**config.mk**
```make
export PLATFORM = sky130hd
export DESIGN_NAME = regfile_mp
export DESIGN_NICKNAME = d
export VERILOG_FILES = /design/src/rtl/regfile_mp.sv
export SDC_FILE = /design/constraint.sdc
export NUM_CORES = 2
export LEC_CHECK = 0
export ABC_AREA = 1
export CAP_MARGIN = 20
export CORE_ASPECT_RATIO = 1.75
export CORE_MARGIN = 3
export CORE_UTILIZATION = 40
export DETAILED_ROUTE_END_ITERATION = 6
export PLACE_DENSITY = 0.61
export SLEW_MARGIN = 20
export SYNTH_ARGS = -nofsm -noshare
export SYNTH_HDL_FRONTEND = slang
export SYNTH_SLANG_ARGS = --single-unit
```
**constraint.sdc**
```tcl
create_clock -name clk -period 4.14 [get_ports clk]
set_input_delay 0.828 -clock clk [delete_from_list [all_inputs] [get_ports clk]]
set_output_delay 0.828 -clock clk [all_outputs]
set_load 0.01 [all_outputs]
```
**src/rtl/regfile_mp.sv**
```systemverilog
// rtl/regfile_mp.sv - multi-port GPR file: N read ports, two prioritised write ports, soft-clear sequencer
// Optional same-cycle write->read forwarding enabled by REGFILE_BYPASS_EN.
module regfile_mp #(
  parameter int DATA_W   = 32,
  parameter int ADDR_W   = 5,
  parameter int NUM_REGS = 32,
  parameter int NUM_RD   = 2,
  parameter int ZERO_REG = 1
) (
  input  logic                     clk,
  input  logic                     rst,
  input  logic                     clr_req,
  output logic                     clr_busy,
  input  logic                     we0,
  input  logic [ADDR_W-1:0]        waddr0,
  input  logic [DATA_W-1:0]        wdata0,
  input  logic                     we1,
  input  logic [ADDR_W-1:0]        waddr1,
  input  logic [DATA_W-1:0]        wdata1,
  input  logic [NUM_RD-1:0]        re,
  input  logic [NUM_RD*ADDR_W-1:0] raddr,
  output logic [NUM_RD*DATA_W-1:0] rdata
);

  localparam int CLR_W = (NUM_REGS > 1) ? $clog2(NUM_REGS) : 1;
  localparam logic [ADDR_W:0]  NREGS    = (ADDR_W+1)'(NUM_REGS);
  localparam logic [CLR_W-1:0] LAST_IDX = CLR_W'(NUM_REGS - 1);

  typedef enum logic {IDLE, CLEAR} state_t;

  state_t            state_q, state_d;
  logic [CLR_W-1:0]  clr_idx;
  logic [DATA_W-1:0] regs [NUM_REGS];
  logic              wr_ok0, wr_ok1;
  logic [ADDR_W-1:0] ra;
  logic [DATA_W-1:0] val;

  // Legal register address: in range and not the hardwired zero register.
  function automatic logic addr_ok(input logic [ADDR_W-1:0] a);
    return ({1'b0, a} < NREGS) && !((ZERO_REG != 0) && (a == '0));
  endfunction

  assign wr_ok0   = (state_q == IDLE) && we0 && addr_ok(waddr0);
  assign wr_ok1   = (state_q == IDLE) && we1 && addr_ok(waddr1);
  assign clr_busy = (state_q == CLEAR);

  always_ff @(posedge clk or negedge rst) begin
    if (!rst) state_q <= IDLE;
    else      state_q <= state_d;
  end

  always_comb begin
    state_d = state_q;
    case (state_q)
      IDLE:    if (clr_req) state_d = CLEAR;
      CLEAR:   if (clr_idx == LAST_IDX) state_d = IDLE;
      default: state_d = IDLE;
    endcase
  end

  always_ff @(posedge clk or negedge rst) begin
    if (!rst) begin
      clr_idx <= '0;
      for (int i = 0; i < NUM_REGS; i++) regs[i] <= '0;
    end else if (state_q == CLEAR) begin
      regs[clr_idx] <= '0;
      clr_idx       <= (clr_idx == LAST_IDX) ? '0 : clr_idx + CLR_W'(1);
    end else begin
      // Port 1 is assigned last so it wins on an address collision.
      if (wr_ok0) regs[waddr0] <= wdata0;
      if (wr_ok1) regs[waddr1] <= wdata1;
      if (clr_req) clr_idx <= '0;
    end
  end

  always_comb begin
    rdata = '0;
    ra    = '0;
    val   = '0;
    for (int k = 0; k < NUM_RD; k++) begin
      ra  = raddr[k*ADDR_W +: ADDR_W];
      val = regs[ra];
`ifdef REGFILE_BYPASS_EN
      if (wr_ok0 && (waddr0 == ra)) val = wdata0;
      if (wr_ok1 && (waddr1 == ra)) val = wdata1;
`else
`endif
      if (re[k] && rst && !clr_busy && addr_ok(ra))
        rdata[k*DATA_W +: DATA_W] = val;
    end
  end

endmodule

```
==> results.sh <==
export IMPL_status="finished, violations left"
export IMPL_violations="design-rule violations, negative setup slack"
export IMPL_synth_seq_cells=1030
export IMPL_io_pins=156
export IMPL_worstSetupStartpointType="input pin"
export IMPL_synth_warning_count=0
export IMPL_crit_buf_inv=5
export IMPL_synth_top_cells_by_area="dfrtp_1 (31%), nand2_1 (31%), nand3_1 (9.7%), o21ai_0 (6.8%), inv_1 (5.2%)"
export IMPL_grt_max_degree=210
export IMPL_fin_crit_sh_pct=103
export IMPL_clock_sinks=1030
export IMPL_drtIter0Drc=14498
export IMPL_p_leak_uw=0.0520
export IMPL_dieArea_sq_mm=0.211
export IMPL_endpoint_kind="primary output"
export IMPL_cts_tree="done"
export IMPL_worst_path_largest_cell_delay_ps=550
export IMPL_dpl_hpwl_mm=366
export IMPL_grt_pass1_vias=92224
export IMPL_fin_hold_ws_ps=348
export IMPL_hold_buffers=0
export IMPL_min_path_type="in -> async"
export IMPL_wl_per_cell_microns=31.5
export IMPL_via_count=103822
export IMPL_worstMarginPinSlew_ps=1430
export IMPL_clockBufferDepth=3
export IMPL_cp_max_fo=26
export IMPL_critPathKind="in -> out"
export IMPL_track_usage_pct=49.7
export IMPL_num_fill_cells=22225
export IMPL_cp_cell_sequence="buf_8 > buf_12 > buf_12 > o211ai_1 > nand3_1 > nand2_1 > nand3_2 > nand2_1 > nor2_1 > buf_4 > clkdlybuf4s50_1"
export IMPL_place_gp_congestion=1.10
export IMPL_ys_seq_area_share_pct=31.4
export IMPL_syn2layout_area_growth_pct=15.3
export IMPL_syn_nets=14531
export IMPL_antenna_found_initial=70
export IMPL_p_total_uw=49500
export IMPL_grt_ovfl_total=0
export IMPL_viasPerCell=6.07
export IMPL_vdd_drop_max_mv=0.501
export IMPL_finalSetupViolCount=16
export IMPL_clk_latency_ps=790
export IMPL_core_region_area_sq_mm=0.204
export IMPL_cts_buffers=115
export IMPL_clock_fmax_mhz=236
export IMPL_synth_top_area_share_pct=31.4
export IMPL_synth_cell_types=29
export IMPL_max_slew_margin_pct=4.49
export IMPL_instances_no_fill=17110
export IMPL_synth_area_per_cell_sq_um=5.68
export IMPL_crit_arrival_ps=3420
export IMPL_die_x_microns=348
export IMPL_layout_common_cells="nand2_1 (6718), nand3_1 (1563), inv_1 (1128)"
export IMPL_clk_pin_slew_worst_paths_ps=70
export IMPL_synthesis_area_sq_mm=0.0820
export IMPL_grt_pass1_wl_mm=737
export IMPL_fp_dieH_microns=605
export IMPL_synth_top_area_cell="dfrtp_1"
export IMPL_rows=219
export IMPL_wl_mm=540
export IMPL_root_buffer="clkbuf_16"
export IMPL_cp_required_ps=3310
export IMPL_clock_tree_htree_level_count=3
export IMPL_placedCellCount=16826
export IMPL_finalNetCount=14393
export IMPL_drc_errors=25
export IMPL_netlist_instances=14435
export IMPL_finalCriticalPeriod_ps=4250
export IMPL_drive_above_1_share_pct=8.20
export IMPL_finalClockSkew_ps=35.1
export IMPL_slew_violations=0
export IMPL_p_per_area_mw_per_mm2=523
export IMPL_regArea_sq_mm=0.0258
export IMPL_worst_slack_ps=-105
export IMPL_finalHoldViolations=0
export IMPL_first_pass_iters=7
export IMPL_tns_ps=-479
export IMPL_portBuffers=155
export IMPL_ant_nets=0
export IMPL_rsz0062_at_grt="true"
export IMPL_cp_top_family="buffers and inverters"
export IMPL_crit_slowest_cell="clkdlybuf4s50_1"
export IMPL_final_common_cell="nand2_1"
export IMPL_multi_input_area_sq_mm=0.0478
export IMPL_drv_cap=0
export IMPL_start_util_pct=40.3
export IMPL_preCtsSetupSlack_ps=-156
path summary, 6_finish.rpt:
check / startpoint / end / slack (ps) / depth (start not counted)
min in group clk: regs[473] / regs[473] / 480 / 2
hold / removal: rst / regs[425] / 350 / 2
max in group asynchronous: rst / regs[145] / 1910 / 4
hold reg to reg: regs[473] / regs[473] / 480 / 2
setup reg to reg: clr_busy / regs[909] / 1230 / 11
setup / recovery: raddr[1] / rdata[17] / -110 / 11
area by class of cell:
cell class	instances	share of cell area, %
clock inverter	30	0.447
timing repair buffer	901	9.65
tap	2652	3.51
clock buffer	173	3.62
multi-input combinational	11046	50.5
inverter	1203	4.81
sequential	1030	27.3
antenna	75	0.198
cell usage after synthesis, drive strengths merged:
cell type     n
xor2          1
o22ai         3
nand2      6761
nand3      1588
o21ai      1118
o211ai      355
inv        1162
buf         255
a31oi        20
nor3         18
dfrtp      1030
nand4        27
clkbuf      901
nor2        633
clkinv       41
a21oi       493
ha            5
or2           1
o21bai       23
timing repair:
action                                  4_1_cts  5_1_grt
buffers inserted                              0        2
endpoints found under the setup margin       13       43
pin swaps                                     0        7
gates resized for setup                      19       89
gates cloned                                  0        3
state kept, by name, summed over array words and instances (netlist names):
register and count:
clr_busy 1, clr_idx 5, regs 1024
stage by stage:
step	util, %	instance area, sq um
6_report	46.5	94600
5_1_grt	46.4	94400
4_1_cts	46.1	93900
3_5_place_dp	44.2	90000
3_3_place_gp	44.2	90000
2_1_floorplan	-	82000
layer usage:
metal	track usage (%)	up-vias	share of wire [%]
met5	0.0917	-	0.020
met4	57.2	18	14
met1	53.0	48377	32
met3	15.0	2756	11
met2	73.3	7509	42
li1	-	45162	-
cell families after synthesis:
logic type | after synthesis | share of synthesized area (%)
AO/OA/AOI/OAI | 2012 | 13.5
AND/OR/NAND/NOR | 9028 | 44.0
XOR/XNOR | 1 | 0.0107
buffers and inverters | 2359 | 11.0
adder cells (fa/ha/maj) | 5 | 0.0763
flip-flops | 1030 | 31.4
report_power, final:
part	switching, uW	total, uW	internal [uW]
Clock	5080	11300	6220
Combinational	13300	19700	6480
Sequential	4800	18400	13600
worst register-to-register path, stage by stage (launching register included):
cell and delay (ps):
dfrtp_2 440, inv_8 170, nand2_1 230, buf_4 230
nor2_2 420, nand2_1 400, inv_2 260, buf_12 270
a21oi_1 90, o21ai_0 130, nand3_1 100, nand2_1 90
(Power assumes the default switching activity.)
